File: src/rtl/vc_demux4_buf.sv
// rtl/vc_demux4_buf.sv - buffered 1-to-4 val/rdy demux, one-entry register per output
// Optional: define VC_DEMUX_SCRUB_EN to zero payload and domain when an output drains.
module vc_demux4_buf #(
  parameter int p_nbits = 32
) (
  input  logic                 clk,
  input  logic                 reset_n,
  input  logic                 in_val,
  output logic                 in_rdy,
  input  logic                 in_domain,
  input  logic [1:0]           in_sel,
  input  logic [p_nbits-1:0]   in_msg,
  output logic [3:0]           out_val,
  input  logic [3:0]           out_rdy,
  output logic [3:0]           out_domain,
  output logic [4*p_nbits-1:0] out_msg
);

  logic [3:0]         full_q;
  logic [3:0]         dom_q;
  logic [p_nbits-1:0] data_q [4];
  logic [3:0]         deq;
  logic               enq;

  // A full buffer can still accept if it is draining this same cycle.
  always_comb begin
    deq    = full_q & out_rdy;
    in_rdy = !full_q[in_sel] || out_rdy[in_sel];
    enq    = in_val && in_rdy;
  end

  always_ff @(posedge clk or negedge reset_n) begin
    if (!reset_n) begin
      full_q <= '0;
      dom_q  <= '0;
      for (int i = 0; i < 4; i++) data_q[i] <= '0;
    end else begin
      for (int i = 0; i < 4; i++) begin
        if (enq && (in_sel == 2'(i))) begin
          full_q[i] <= 1'b1;
          dom_q[i]  <= in_domain;
          data_q[i] <= in_msg;
        end else if (deq[i]) begin
          full_q[i] <= 1'b0;
`ifdef VC_DEMUX_SCRUB_EN
          dom_q[i]  <= 1'b0;
          data_q[i] <= '0;
`endif
        end
      end
    end
  end

  assign out_val    = full_q;
  assign out_domain = dom_q;

  for (genvar g = 0; g < 4; g++) begin : g_out
    assign out_msg[g*p_nbits +: p_nbits] = data_q[g];
  end

endmodule

File: config.mk
export PLATFORM = sky130hd
export DESIGN_NAME = vc_demux4_buf
export DESIGN_NICKNAME = d
export VERILOG_FILES = /design/src/rtl/vc_demux4_buf.sv
export SDC_FILE = /design/constraint.sdc
export NUM_CORES = 1
export LEC_CHECK = 0
export BUFFER_PORTS_ARGS = -buffer_cell sky130_fd_sc_hd__buf_2
export CAP_MARGIN = 20
export CORE_MARGIN = 3
export CORE_UTILIZATION = 37
export DETAILED_ROUTE_END_ITERATION = 6
export PLACE_DENSITY_LB_ADDON = 0.25
export SETUP_SLACK_MARGIN = 0.5
export SLEW_MARGIN = 15
export SYNTH_ARGS = -nofsm -noshare
export SYNTH_HDL_FRONTEND = slang
export SYNTH_SLANG_ARGS = --single-unit
File: constraint.sdc
create_clock -name clk -period 2 [get_ports clk]
set_input_delay 0.4 -clock clk [delete_from_list [all_inputs] [get_ports clk]]
set_output_delay 0.4 -clock clk [all_outputs]
set_load 0.1 [all_outputs]
Yosys cells after proc, flatten, opt, wreduce, memory -nomap -nowiden
Cells that the tools add are included.

Add/sub/neg operators: 0. Multiply operators: 0. Divide/modulo/power cells: 0. Order comparisons: 1. Equality and inequality tests: 3. Shifts and indexed selects: 0. Multiplexer cells: 12. Bitwise operators: 1. Reductions and logical operators: 12.

Operator list (count): $mux W1 (10); $reduce_bool A2 Y1 (4); $logic_and A1 B1 Y1 (5); $and A4 B4 Y4 (1); $bmux W1 S2 (2); $eq A2 B2 Y1 const B (2); $lt A2 B3 Y1 const B (1); $eq A2 B1 Y1 const B (1); $logic_not A2 Y1 (1); $logic_not A1 Y1 (1); $logic_or A1 B1 Y1 (1).

Register bits after elaboration: 136. Latch bits: 0. Memory bits (writable): 0. Bits in read-only memories: 0. Bits of input ports: 42. Output and inout bits: 137. Logic and storage cells: 41. Memories: 0.

Logic depth before layout (Yosys ltp)
Depth after elaboration: 7. Depth in mapped cells: 6. Gate-level depth less buffers: 3.

Worst setup path after synthesis
No wires, ideal clock.

Path kind: register -> output. Start: register full_q[0], in the netlist out_val[0]. End: output in_rdy. Arrival time: 1873 ps. Data required time: 1600 ps. Path slack: -273 ps. Stages on the path, launching flop included: 3. Path buffers: 0. Cell sequence: dfrtp_1 -> nand2b_1 -> mux4_2.

Cells in the longest elaborated chain, start to end: 4.

RTL lines: start: declaration (line 19) `logic [3:0] full_q;`; start signal: assignment (line 34) `full_q <= '0;`; start signal: indexed assignment (line 40) `full_q[i] <= 1'b1;`; start signal: indexed assignment (line 44) `full_q[i] <= 1'b0;`; $bmux W1 S2 (line 28) `in_rdy = !full_q[in_sel] || out_rdy[in_sel];`; $mux W1 (implied by the code) (line 28); $logic_not A1 Y1 (line 28); $logic_or A1 B1 Y1 (line 28); end: declaration (line 9) `output logic in_rdy,`.

Every way passes these cells. The select of a mux whose other input is x is not followed.

Worst setup path in the final report
Ends and elaborated chain as after synthesis.

==> qor.yml <==
pwr:
  p_leak_uw: 0.00400
  power_density_nw_per_um2: 1600
  max-vdd-ir-drop_mv: 1.04
  pwr-share-seq_pct: 28.2
  clockPowerShare_pct: 21.6
  switching_power_uw: 6440
  p_comb_share_pct: 50.1
  p_int_uw: 6910
  swShare_pct: 48.3
yosys:
  syn_area_per_cell_um2: 17.1
  yosysSeqAreaShare_pct: 66.5
  synth_fp_nets: 342
  ys_ff_latch: 136
  synthCells: 300
  synth_cell_types: 15
  synth_area_um2: 5120
  synth-warning-count: 0
global_routing:
  grt_pass1_wl_mm: 20.7
  grt_usage_pct: 18.3
  grt_max_degree: 64
  grt_pass1_vias: 3551
  antenna_found_initial: 1
  grt.overflow.total: 0
layout:
  fin_nets: 556
  fin_cells: 700
  mostFrequentLayoutCell: "dfrtp_1"
  multiInputGateArea_um2: 2020
  fillers: 992
  drive_gt1_share_pct: 72.3
  syn_to_final_growth_pct: 63.0
  final_cell_mix: "dfrtp_1, mux2_4, buf_6, buf_4, buf_2"
  antenna_cells: 0
  seq_area_um2: 3420
timing:
  relSlewSlack_pct: 76.8
  setup_ws_ps: -1.71
  post-route-period-util_pct: 100
  rsz0062_at_grt: "true"
  maxSlewViolCount: 0
  max_slew.worst_pin.slew_ps: 348
  hold_viol: 0
  worst_hold_slack_ps: 270
  fmax_mhz: 500
  setup_violations: 1
  min_period_ps: 2000
  skew_ps: 7.70
  tns_ps: -1.71
detailed_routing:
  wl_per_cell_um: 20.8
  dr_wl_met2_mm: 7.45
  dr.pass1.iters: 4
  drc: 0
  highest_layer: "met5"
  drtIter0Drc: 143
  wl_met3_um: 938
  num_vias: 3341
  drt_wl_total_mm: 14.6
  via_per_inst: 4.77
  met1_length_mm: 6.04
  antenna_left: 0
clock_tree:
  clk_latency_ps: 410
  htreeDepth: 4
  cts.sinks: 136
  clk_pin_slew_worst_paths_ps: 60
  cts_buffers: 17
  cts_buffer_depth: 2
  tritoncts: "done"
  cts-root-buf: "clkbuf_16"
flow_run:
  drv_cap: 0
placement:
  io_buffers: 178
  hpwl_mm: 8.32
  gp_congestion: 0.751
  post-place-ws_ps: 124
  dp.cells: 647
worst_setup_path:
  end_kind: "primary output"
  reg2reg_slack_ps: 260
  cp_max_fo: 3
  arrival_ps: 1600
  crit_type: "reg2out"
  cp-start-kind: "flop"
  crit_required_ps: 1600
floorplanning:
  start_util_pct: 38.2
  fp-row-count: 42
  pin_count: 179
  die-height_um: 124
  core_um2: 13400
  die_x_um: 124
  dieArea_um2: 15300
run_status:
  violations: "negative setup slack"
  status: "complete, but fails checks"
min_path:
  hold_class: "in2reg"
[path summary, 6_finish.rpt]
| path | startpoint | end | cells past startpoint |
|---|---|---|---|
| worst max-delay path | out_val[0] | in_rdy | 3 |
| worst min-delay path | in_msg[7] | out_msg[39] | 2 |
| worst max register to register | out_val[1] | out_msg[61] | 7 |
| worst min register to register | out_msg[4] | out_msg[4] | 1 |
| max in group asynchronous | reset_n | out_msg[110] | 3 |
| min in group asynchronous | reset_n | out_msg[27] | 2 |
[cell families (layout without fill, tap and decap cells)]
group	after synthesis	count (layout)	share of synthesized area, %
simple gates	15	15	1.78
mux	133	133	29.5
buf+inv	15	239	2.17
flops	136	136	66.5
compound gates	1	1	0.0977
[power groups by stage]
stage | Combinational [µW] | Clock (µW) | Sequential (µW)
after detailed placement | 6020 | 0 | 3690
after global placement | 5980 | 0 | 3680
after global routing | 6860 | 3090 | 3840
after CTS | 6480 | 2960 | 3710
after floorplan | 865 | 0 | 7880
final | 6700 | 2890 | 3770
[synth_stat cells]
cell type  count  share of area (%)
mux4_2         1               0.44
o21ai_0        1              0.098
nand2_1        5               0.37
buf_6          3               0.66
nand3b_2       1               0.22
mux2_2       129                 28
nand3_1        1              0.098
nor3b_2        1               0.24
nor2b_1        2               0.24
nand2b_1       4               0.49
dfrtp_1      136                 66
buf_4          7                1.0
mux2_1         3               0.66
and3_1         1               0.12
buf_2          5               0.49
[layer usage]
layer  vias to the layer above  GRT usage, %
li1                       1485             -
met3                        12          6.68
met5                         -             0
met1                      1738          23.5
met4                         2          5.26
met2                       104          29.2
[area by class of cell]
class	count	share of cell area (%)
sequential	136	41.0
timing repair buffer	210	25.7
multi-input combinational	149	24.2
clock buffer	25	5.94
tap	176	2.64
clock inverter	4	0.540
[sequential cells by signal (all words and copies together), names as in the netlist]
signal / cells
out_domain: 4
out_msg: 128
out_val: 4
[worst max-delay path: stages (launching register included)]
cell and delay, ps:
dfrtp_4 430, nand2b_4 70, mux4_2 500, buf_12 190
[stage by stage]
step                      power (µW)  util, %  cell area [µm²]
final                          13400     62.3             8350
after global routing           13800     62.3             8350
after CTS                      13200     58.8             7880
after detailed placement        9710     49.7             6660
after global placement          9660     49.7             6660
after floorplan                 8750        -             5560
[what timing repair did]
item,CTS,global route
pin swaps,0,0
setup buffers,8,5
hold buffers,1,0
cloned,4,6
resized for setup,176,79
setup endpoints to repair,217,169
endpoints found under the hold margin,22,0
Power figures use the tool's default switching activity.
